File: src/rtl/hazard_scoreboard.sv
// Issue-stage hazard scoreboard: tracks in-flight register writes and writeback-port claims, stalls decode on RAW/WAW/port conflicts.
// Optional stall statistics counter is built when HAZARD_SCOREBOARD_STATS_EN is defined.
module hazard_scoreboard #(
  parameter int NREG    = 64,
  parameter int MAXWAIT = 31
) (
  input  logic        clk,
  input  logic        rst,
  input  logic        issue_valid,
  input  logic [1:0]  issue_rw,
  input  logic [4:0]  issue_rd,
  input  logic [4:0]  issue_wait,
  input  logic [5:0]  src_rs,
  input  logic [5:0]  src_rt,
  input  logic        use_rs,
  input  logic        use_rt,
  input  logic        flush,
  output logic        stall,
  output logic        issue_fire,
  output logic [6:0]  pending_cnt,
  output logic [31:0] stall_cycles
);

  logic [4:0]       cnt_q [NREG];
  logic [4:0]       cnt_d [NREG];
  logic [MAXWAIT:0] wb_slot_q, wb_slot_d;
  logic [6:0]       pending_cnt_q, pending_cnt_d;

  logic [5:0] dst;
  logic       has_dst;
  logic       raw, waw, port;

  // GPR 0 is hardwired, so a write to it is never recorded and id 0 never stalls a reader.
  assign dst     = {issue_rw == 2'b10, issue_rd};
  assign has_dst = (issue_rw == 2'b10) || (issue_rw == 2'b01 && issue_rd != 5'd0);

  assign raw  = (use_rs && src_rs != 6'd0 && cnt_q[src_rs] != 5'd0) ||
                (use_rt && src_rt != 6'd0 && cnt_q[src_rt] != 5'd0);
  assign waw  = has_dst && (cnt_q[dst] > issue_wait);
  assign port = has_dst && wb_slot_q[issue_wait];

  assign stall       = issue_valid && !flush && (raw || waw || port);
  assign issue_fire  = issue_valid && !flush && !stall;
  assign pending_cnt = pending_cnt_q;

  // NOTE: every variable gets its default before any conditional update, so no latch is inferred.
  always_comb begin
    wb_slot_d     = wb_slot_q >> 1;
    pending_cnt_d = '0;
    for (int i = 0; i < NREG; i++) begin
      cnt_d[i]      = (cnt_q[i] != 5'd0) ? cnt_q[i] - 5'd1 : 5'd0;
      pending_cnt_d = pending_cnt_d + 7'(cnt_q[i] != 5'd0);
    end
    // A new issue overrides the decrement of its destination entry.
    if (issue_fire && has_dst && issue_wait != 5'd0) begin
      cnt_d[dst]                   = issue_wait;
      wb_slot_d[issue_wait - 5'd1] = 1'b1;
    end
  end

  // NOTE: the countdown array is plain flops, so it is cleared on reset like any other register.
  always_ff @(posedge clk or posedge rst) begin
    if (rst) begin
      for (int i = 0; i < NREG; i++) cnt_q[i] <= '0;
      wb_slot_q     <= '0;
      pending_cnt_q <= '0;
    end else begin
      cnt_q         <= cnt_d;
      wb_slot_q     <= wb_slot_d;
      pending_cnt_q <= pending_cnt_d;
    end
  end

`ifdef HAZARD_SCOREBOARD_STATS_EN
  logic [31:0] stall_cycles_q;

  always_ff @(posedge clk or posedge rst) begin
    if (rst)
      stall_cycles_q <= '0;
    else if (stall && stall_cycles_q != 32'hFFFF_FFFF)
      stall_cycles_q <= stall_cycles_q + 32'd1;
  end

  assign stall_cycles = stall_cycles_q;
`else
  assign stall_cycles = 32'h0;
`endif

endmodule

File: config.mk
export PLATFORM = sky130hd
export DESIGN_NAME = hazard_scoreboard
export DESIGN_NICKNAME = d
export VERILOG_FILES = /design/src/rtl/hazard_scoreboard.sv
export SDC_FILE = /design/constraint.sdc
export NUM_CORES = 1
export LEC_CHECK = 0
export BUFFER_PORTS_ARGS = -buffer_cell sky130_fd_sc_hd__buf_4
export CAP_MARGIN = 20
export CORE_MARGIN = 2
export CORE_UTILIZATION = 30
export CTS_BUF_LIST = sky130_fd_sc_hd__clkbuf_8
export DETAILED_ROUTE_END_ITERATION = 8
export PLACE_DENSITY = 0.41
export REMOVE_ABC_BUFFERS = 1
export SLEW_MARGIN = 20
export SYNTH_ARGS = -nofsm -noshare
export SYNTH_HDL_FRONTEND = slang
export SYNTH_SLANG_ARGS = --single-unit
File: constraint.sdc
create_clock -name clk -period 21.1 [get_ports clk]
set_input_delay 2.11 -clock clk [delete_from_list [all_inputs] [get_ports clk]]
set_output_delay 2.11 -clock clk [all_outputs]
set_load 0.01 [all_outputs]
==> results of run 1 <==
-- cell type report --
| class | instances | area [sq um] |
|---|---|---|
| diodes | 4 | 10.0 |
| clock buffers | 89 | 1220 |
| clock inverters | 47 | 220 |
| fillers | 9537 | 61400 |
| inverters | 230 | 872 |
| multi-input cells | 2148 | 16900 |
| flip-flops and latches | 359 | 8980 |
| well taps | 1243 | 1560 |
| repair buffers | 79 | 593 |
-- logic make-up after synthesis --
group	after synthesis
mux	363
fa+ha+maj	182
buf+inv	479
xor+xnor	109
flops	359
simple gates	1007
other cells	1
compound gates	454
-- registers in the layout, indices dropped and copies added, names as in the netlist --
register	count
cnt_q	320
wb_slot_q	32
pending_cnt	7
-- worst reg2reg max path: cells and delay by family, from the launching register on --
kind            cells  cell delay (ns)
compound gates      4             0.54
fa+ha+maj          11             5.13
buf+inv             8             0.74
flops               1             0.47
simple gates        1             0.75
-- worst max-delay path by stage --
stage | cells past startpoint | start | end
after floorplan | 1 | rst | cnt_q[0]
after global placement | 14 | issue_rw[0] | stall
after detailed placement | 14 | issue_rw[0] | issue_fire
after CTS | 14 | issue_rw[0] | issue_fire
after global routing | 14 | issue_rw[0] | stall
final | 14 | issue_rw[0] | issue_fire
-- cells in the final DEF (no fill, tap or decap), types with 12 or more instances in the layout --
cell	Yosys	final
nand2_1	177	177
nand3_1	25	25
a211oi_1	22	22
a31o_2	29	29
inv_1	228	260
xnor2_1	96	96
a21oi_1	98	97
a221oi_1	22	22
clkbuf_8	0	89
ha_1	128	128
fa_1	54	54
or3_1	19	18
nor3_1	201	198
nand4_1	32	32
nand2b_1	17	17
mux2_1	26	26
mux4_2	29	29
and2_1	27	27
mux2_4	178	178
a22oi_1	155	155
buf_4	82	79
nor4_1	22	22
mux2_2	25	25
a32oi_1	12	12
mux2i_1	105	105
nor2b_1	23	23
dfrtp_1	359	359
conb_1	1	33
or4_1	64	64
a22o_1	14	14
nor2_1	355	352
o21ai_0	22	22
nor4b_1	20	18
xor2_1	13	13
-- per-layer routing --
layer	wire length, um	global-route usage [%]
met4	4100	8.44
met2	50200	37.1
met1	49400	32.4
met5	9	0
met3	7240	3.77
-- stage by stage --
step / area, sq um / instances
global route: 30400 / 4197
finish: 30400 / 4199
floorplan: 26700 / 2737
CTS: 30300 / 4195
global placement: 28900 / 4059
detailed placement: 28900 / 4059
==> impl_metrics.py, run 1 <==
metrics = {
    "critical_path": {
        "cp_slowest_cell": "nor2b_1",
        "cp.required_ns": 18.99,
        "slowest_delay_ns": 0.76,
        "worst_path_dominant_cell_family": "simple AND/OR/NAND/NOR gates",
        "cp_max_fo": 13,
        "path_buf_inv": 2,
        "r2r_slack_ns": 13.40,
        "setup.worst_path.class": "primary input to primary output",
        "rr_startpoint": "cnt_q[1]",
        "r2r_cells": 24,
        "path_cells": "buf_4 -> nor2b_1 -> nor2_2 -> a22oi_1 -> nand4_1 -> ha_1 -> nor2b_1 -> o21a_1 -> o21ai_0 -> a21oi_1 -> o22a_1 -> o21ai_0 -> and3_1 -> buf_4",
        "timing.rr.end": "pending_cnt[6]",
        "crit_path_start_kind": "primary input",
        "cp-end-kind": "primary output",
        "cp_data_arrival_time_ns": 6.15,
    },
    "floorplanning": {
        "dieArea_sq_um": 95100,
        "die_h_um": 308,
        "core-area_sq_um": 91800,
        "die_x_um": 308,
        "placement_rows": 111,
        "pin_count": 71,
        "initial_utilization_pct": 30.3,
    },
    "synth": {
        "synth_edf_count": 0,
        "syn_inst": 2954,
        "async_flop_share_pct": 100,
        "ys_warn_count": 0,
        "synth.area.top_cells": "dfrtp_1 32%, mux2_4 9.6%, ha_1 5.8%, nor2_1 4.8%, a22oi_1 4.2%",
        "synth_ff_type": "dfrtp_1",
        "ys_seq_area_share_pct": 32.3,
        "synth.cell_area_sq_um": 27800,
        "yosys.cell_count.top_type": "dfrtp_1",
        "synthAdderAreaFrac_pct": 9.65,
        "synth_top_family_by_area": "multiplexers",
        "synth_compound_area_share_pct": 11.7,
        "synth_simple_gate_area_share_pct": 17.4,
        "yosys.area.top_type_share_pct": 32.3,
        "synth_mux_area_share_pct": 17.8,
        "synth_xor_area_share_pct": 3.43,
        "yosys_register_bits": 359,
        "synth_area_per_cell_sq_um": 9.41,
        "yosys.area.top_type": "dfrtp_1",
        "synth.distinct_cells": 72,
        "yosys-top-cells-count": "359 x dfrtp_1, 355 x nor2_1, 228 x inv_1, 201 x nor3_1, 178 x mux2_4",
    },
    "cells_and_area": {
        "utilization_pct": 33.1,
        "area_growth_pct": 9.17,
        "finalNetCount": 3107,
        "drive_gt1_share_pct": 15.8,
    },
    "min_path": {
        "holdCritPathClass": "register to register",
        "worstHoldStart": "wb_slot_q[18]",
        "whs_path_depth": 1,
        "hold_path_end": "wb_slot_q[17]",
    },
    "clock_tree": {
        "tritoncts": "built",
        "hold_buffers": 0,
        "clock_sinks": 359,
        "post-cts-setup-buffer-count": 0,
        "insertion_delay_ns": 0.71,
        "cts_buffers": 77,
        "root_buffer": "clkbuf_8",
        "htreeDepth": 3,
        "clockBufferDepth": 3,
        "cts_resized": 0,
        "clkSlewWorstSetupHoldPaths_ns": 0.06,
    },
    "grt": {
        "grt_pass1_wl_mm": 165,
        "antenna_found_initial": 4,
        "grtUsageTotal_pct": 23.5,
        "grt_max_degree": 105,
        "grt_overflow_total": 0,
        "grt_pass1_vias": 23800,
    },
    "timing": {
        "skew_ns": 0.0351,
        "fin_ws_ns": 12.84,
        "fin_hold_ws_ns": 0.462,
        "hold_viol_final": 0,
        "finalCriticalPeriod_ns": 8.26,
        "worst_slew_pin_slew_ns": 1.10,
        "relSlewSlack_pct": 26.5,
        "finalCritPeriodShare_pct": 39.1,
        "setup_tns_ns": 0,
        "slew_viol_final": 0,
        "fmax_mhz": 121,
        "rsz0062_at_grt": "no",
        "setup_viol": 0,
    },
    "routing": {
        "antenna_left": 0,
        "dr.first_iter.drc_count": 2369,
        "firstDrtPassIters": 5,
        "wire_per_inst_um": 26.4,
        "drc_errors": 0,
        "viasPerCell": 5.59,
        "vias": 23500,
        "routed_wl_mm": 111,
    },
    "run_status": {
        "status": "finished clean",
    },
    "placed_design": {
        "io_buffers": 38,
        "place_ws_ns": 13.01,
        "place_congestion": 0.953,
        "dp_hpwl_mm": 76.9,
    },
    "job": {
        "maxCapViolations": 0,
    },
}
Power of run 1 is not shown: default switching activity piles up to over one toggle a cycle in this logic, so the estimate is an artifact.
==> run 2, diff against run 1 <==
--- a/config.mk
+++ b/config.mk
@@ -11,7 +11,7 @@
 export CORE_UTILIZATION = 30
 export CTS_BUF_LIST = sky130_fd_sc_hd__clkbuf_8
 export DETAILED_ROUTE_END_ITERATION = 8
-export PLACE_DENSITY = 0.41
+export PLACE_DENSITY = 0.43
 export REMOVE_ABC_BUFFERS = 1
 export SLEW_MARGIN = 20
 export SYNTH_ARGS = -nofsm -noshare
==> constraint.sdc (replaced) <==
create_clock -name clk -period 7.2 [get_ports clk]
set_input_delay 0.72 -clock clk [delete_from_list [all_inputs] [get_ports clk]]
set_output_delay 0.72 -clock clk [all_outputs]
set_load 0.01 [all_outputs]
==> run 2 against run 1 <==
First-iteration DRC count fell by 11%. Sequential share of layout area fell by 0.30 points. Non-clock buffer count rose by 38. Cell count rose by 0.55%. Die area did not move. Critical endpoint is now pending_cnt[5]. Largest cell class unchanged. Highest routed layer is now met4.
==> impl_metrics.py, run 2 (same netlist as run 1, synthesis figures left out) <==
metrics = {
    "clock_tree": {
        "htreeDepth": 3,
        "hold_buffers": 0,
        "cts_buffers": 72,
        "cts_resized": 0,
        "clockBufferDepth": 3,
        "tritoncts": "built",
        "insertion_delay_ns": 0.72,
        "clock_sinks": 359,
        "post-cts-setup-buffer-count": 0,
        "clkSlewWorstSetupHoldPaths_ns": 0.06,
        "root_buffer": "clkbuf_8",
    },
    "cells_and_area": {
        "finalNetCount": 3140,
        "utilization_pct": 33.4,
        "fillers": 9481,
        "drive_gt1_share_pct": 16.8,
        "mostFrequentLayoutCells": "359 x dfrtp_1, 352 x nor2_1, 250 x inv_1, 198 x nor3_1, 178 x mux2_4",
        "top_register": "cnt_q",
        "largest_register_ffs": 320,
        "area_growth_pct": 10.3,
        "mostFrequentLayoutCell": "dfrtp_1",
    },
    "floorplanning": {
        "initial_utilization_pct": 30.3,
        "dieArea_sq_um": 95100,
        "placement_rows": 111,
        "pin_count": 71,
        "die_h_um": 308,
        "core-area_sq_um": 91800,
        "die_x_um": 308,
    },
    "timing": {
        "setup_viol": 0,
        "finalCriticalPeriod_ns": 6.84,
        "slew_viol_final": 0,
        "finalCritPeriodShare_pct": 95.0,
        "skew_ns": 0.0613,
        "relSlewSlack_pct": 26.9,
        "fmax_mhz": 146,
        "worst_slew_pin_slew_ns": 1.10,
        "fin_hold_ws_ns": 0.156,
        "rsz0062_at_grt": "no",
        "setup_tns_ns": 0,
        "hold_viol_final": 0,
    },
    "critical_path": {
        "path_cells": "inv_1 -> ha_1 -> nor4b_1 -> inv_1 -> fa_1 -> fa_1 -> fa_1 -> inv_1 -> fa_1 -> inv_1 -> fa_1 -> fa_1 -> fa_1 -> inv_1 -> fa_1 -> inv_1 -> ha_1 -> a21o_1 -> a21oi_1 -> o21bai_1 -> a21oi_1 -> xor2_1",
        "worst_path_dominant_cell_family": "adder cells",
        "setup.worst_path.class": "register to register",
        "r2r_cells": 22,
        "cp-end-kind": "register",
        "critPathMostFrequentCell": "fa_1",
        "path_buf_inv": 6,
        "cp.required_ns": 7.82,
        "r2r_slack_ns": 0.36,
        "cp_max_fo": 4,
        "rr_startpoint": "cnt_q[131]",
        "cp_slowest_cell": "fa_1",
        "cp_data_arrival_time_ns": 7.46,
        "crit_path_start_kind": "register",
        "timing.rr.end": "pending_cnt[5]",
        "slowest_delay_ns": 0.59,
    },
    "job": {
        "maxCapViolations": 0,
    },
    "grt": {
        "grtUsageTotal_pct": 23.1,
        "grt_max_degree": 142,
        "grt_pass1_wl_mm": 163,
        "grt_pass1_vias": 24000,
        "grt_overflow_total": 0,
        "antenna_found_initial": 2,
    },
    "routing": {
        "wire_per_inst_um": 25.9,
        "viasPerCell": 5.54,
        "vias": 23400,
        "firstDrtPassIters": 7,
        "dr.first_iter.drc_count": 2107,
        "antenna_left": 0,
        "routed_wl_mm": 109,
        "drc_errors": 0,
    },
    "placed_design": {
        "place_congestion": 0.892,
        "io_buffers": 38,
        "dp_hpwl_mm": 74.8,
    },
    "min_path": {
        "holdCritPathClass": "primary input to async pin",
    },
    "run_status": {
        "status": "finished clean",
    },
}
-- run 2: changes by cell type in the layout (fill, tap and decap cells not counted), moves of 2 or more --
cell,change
buf_4,+31
inv_1,-10
buf_12,+7
clkinv_8,+2
clkbuf_8,-2
clkinvlp_4,-2
clkinv_2,-4
-- run 2: worst max path at each step --
stage               startpoint             end  slack, ns  cells past startpoint
global placement     cnt_q[71]  pending_cnt[6]       0.22                     25
global route        cnt_q[110]  pending_cnt[5]      0.003                     22
floorplan                  rst        cnt_q[0]      -3.48                      1
detailed placement   cnt_q[71]  pending_cnt[6]       0.15                     25
CTS                  cnt_q[71]  pending_cnt[6]       0.09                     25
finish              cnt_q[131]  pending_cnt[5]       0.36                     22
-- run 2: layout make-up --
cell class / count / area [sq um] / share of cell area, %
sequential: 359 / 8980 / 29.3
clock inverter: 33 / 178 / 0.579
antenna: 5 / 12.5 / 0.0408
inverter: 230 / 872 / 2.84
tap: 1243 / 1560 / 5.07
clock buffer: 87 / 1200 / 3.90
timing repair buffer: 117 / 966 / 3.15
multi-input combinational: 2148 / 16900 / 55.1
-- run 2: metrics by stage --
| stage | cells | instance area (sq um) | setup WS (ns) |
|---|---|---|---|
| 6_report | 4222 | 30700 | 0.363 |
| 3_5_place_dp | 4097 | 29300 | 0.151 |
| 2_1_floorplan | 2737 | 26700 | -3.48 |
| 4_1_cts | 4217 | 30600 | 0.0877 |
| 3_3_place_gp | 4097 | 29300 | 0.221 |
| 5_1_grt | 4221 | 30700 | 0.00319 |
-- run 2: routing by layer --
| metal | vias to the layer above | GRT usage [%] | wire length, um |
|---|---|---|---|
| met4 | 0 | 7.99 | 3640 |
| met2 | 1011 | 36.5 | 49500 |
| li1 | 10400 | - | - |
| met1 | 11800 | 31.6 | 48600 |
| met3 | 196 | 3.95 | 7570 |
| met5 | - | 0 | 0 |
Power of run 2 is left out for the same reason.
==> run 3, diff against run 2 <==
--- a/config.mk
+++ b/config.mk
@@ -11,6 +11,7 @@
 export CORE_UTILIZATION = 30
 export CTS_BUF_LIST = sky130_fd_sc_hd__clkbuf_8
 export DETAILED_ROUTE_END_ITERATION = 8
+export MAX_ROUTING_LAYER = met4
 export PLACE_DENSITY = 0.43
 export REMOVE_ABC_BUFFERS = 1
 export SLEW_MARGIN = 20
==> run 3 against run 2 <==
Clock-buffer cell count unchanged. Global-route usage increased by 0.69 points. Final area is essentially flat. First-iteration DRC count up 0.71%. Cell count barely moved.
==> impl_metrics.py, run 3 (same netlist as run 1, synthesis figures left out) <==
metrics = {
    "grt": {
        "grt_pass1_wl_mm": 163,
        "grt_overflow_total": 0,
        "grt_pass1_vias": 23900,
        "grt_max_degree": 142,
        "grtUsageTotal_pct": 23.7,
        "antenna_found_initial": 2,
    },
    "routing": {
        "vias": 23400,
        "wire_per_inst_um": 25.9,
        "routed_wl_mm": 109,
        "dr.first_iter.drc_count": 2122,
        "drc_errors": 0,
        "antenna_left": 0,
        "viasPerCell": 5.55,
        "firstDrtPassIters": 6,
    },
    "clock_tree": {
        "root_buffer": "clkbuf_8",
        "cts_buffers": 72,
        "clock_sinks": 359,
        "clkSlewWorstSetupHoldPaths_ns": 0.06,
        "insertion_delay_ns": 0.72,
        "htreeDepth": 3,
        "tritoncts": "built",
        "clockBufferDepth": 3,
    },
    "placed_design": {
        "io_buffers": 38,
        "place_congestion": 0.908,
        "place_ws_ns": 0.151,
        "dp.cells": 4097,
        "dp_hpwl_mm": 74.8,
    },
    "critical_path": {
        "cp.required_ns": 7.82,
        "cp_max_fo": 5,
        "critPathMostFrequentCell": "fa_1",
        "crit_path_start_kind": "register",
        "cp_slowest_cell": "fa_1",
        "setup.worst_path.class": "register to register",
        "slowest_delay_ns": 0.60,
        "cp_data_arrival_time_ns": 7.45,
        "worst_path_dominant_cell_family": "adder cells",
        "path_cells": "inv_1 -> ha_1 -> nor2b_1 -> and2_1 -> inv_1 -> fa_1 -> fa_1 -> fa_1 -> inv_1 -> fa_1 -> inv_1 -> fa_1 -> fa_1 -> fa_1 -> inv_1 -> fa_1 -> inv_1 -> ha_1 -> a21o_1 -> a21oi_1 -> o21bai_1 -> a21oi_1 -> xor2_1",
        "cp-end-kind": "register",
        "path_buf_inv": 6,
    },
    "timing": {
        "slew_viol_final": 0,
        "setup_viol": 0,
        "finalCriticalPeriod_ns": 6.83,
        "skew_ns": 0.0574,
        "finalCritPeriodShare_pct": 94.9,
        "fin_ws_ns": 0.367,
        "setup_tns_ns": 0,
        "rsz0062_at_grt": "no",
        "fmax_mhz": 146,
        "worst_slew_pin_slew_ns": 1.14,
        "relSlewSlack_pct": 23.9,
        "hold_viol_final": 0,
    },
    "floorplanning": {
        "dieArea_sq_um": 95100,
        "initial_utilization_pct": 30.3,
        "core-area_sq_um": 91800,
        "die_h_um": 308,
        "pin_count": 71,
        "placement_rows": 111,
        "die_x_um": 308,
    },
    "cells_and_area": {
        "final_cells": 4223,
        "largest_register_ffs": 320,
        "finalNetCount": 3140,
        "area_growth_pct": 10.3,
        "mostFrequentLayoutCells": "359 x dfrtp_1, 352 x nor2_1, 250 x inv_1, 198 x nor3_1, 178 x mux2_4",
        "top_register": "cnt_q",
        "drive_gt1_share_pct": 16.8,
        "mostFrequentLayoutCell": "dfrtp_1",
    },
    "job": {
        "maxCapViolations": 0,
    },
    "run_status": {
        "status": "finished clean",
    },
    "min_path": {
        "holdCritPathClass": "primary input to async pin",
    },
}
run 3: final cells by class:
class,instances,area [sq um]
multi-input combinational,2148,16900
sequential,359,8980
fill,9481,61100
clock buffer,87,1200
clock inverter,33,178
inverter,230,872
antenna,6,15.0
timing repair buffer,117,966
tap,1243,1560
run 3: routing by layer:
layer	wire length, um	part of all wire [%]	track usage [%]
met5	0	0	-
met4	3220	2.9	7.37
met3	7040	6.4	3.57
met2	49900	46	36.8
met1	49100	45	31.8
run 3: timing repair:
action,in CTS,in global routing
setup buffers,0,0
gates resized for setup,0,3
setup endpoints to repair,0,3
hold buffers,0,0
run 3: path summary, 6_finish.rpt:
path / startpoint / endpoint / slack, ns / depth (start not counted)
max: cnt_q[140] / pending_cnt[5] / 0.37 / 23
min: rst / cnt_q[254] / 0.15 / 2
max reg2reg: cnt_q[140] / pending_cnt[5] / 0.37 / 23
min reg2reg: wb_slot_q[1] / wb_slot_q[0] / 0.47 / 1
max in group asynchronous: rst / cnt_q[294] / 5.65 / 3
min in group clk: issue_wait[4] / wb_slot_q[7] / 0.46 / 3
run 3: through the flow:
stage | cell area (sq um) | util [%] | hold WS (ns)
2_1_floorplan | 26700 | - | 0.431
3_3_place_gp | 29300 | 31.9 | 0.442
3_5_place_dp | 29300 | 31.9 | 0.452
4_1_cts | 30600 | 33.4 | 0.148
5_1_grt | 30700 | 33.4 | 0.183
6_report | 30700 | 33.4 | 0.147
Power of run 3 is left out for the same reason.
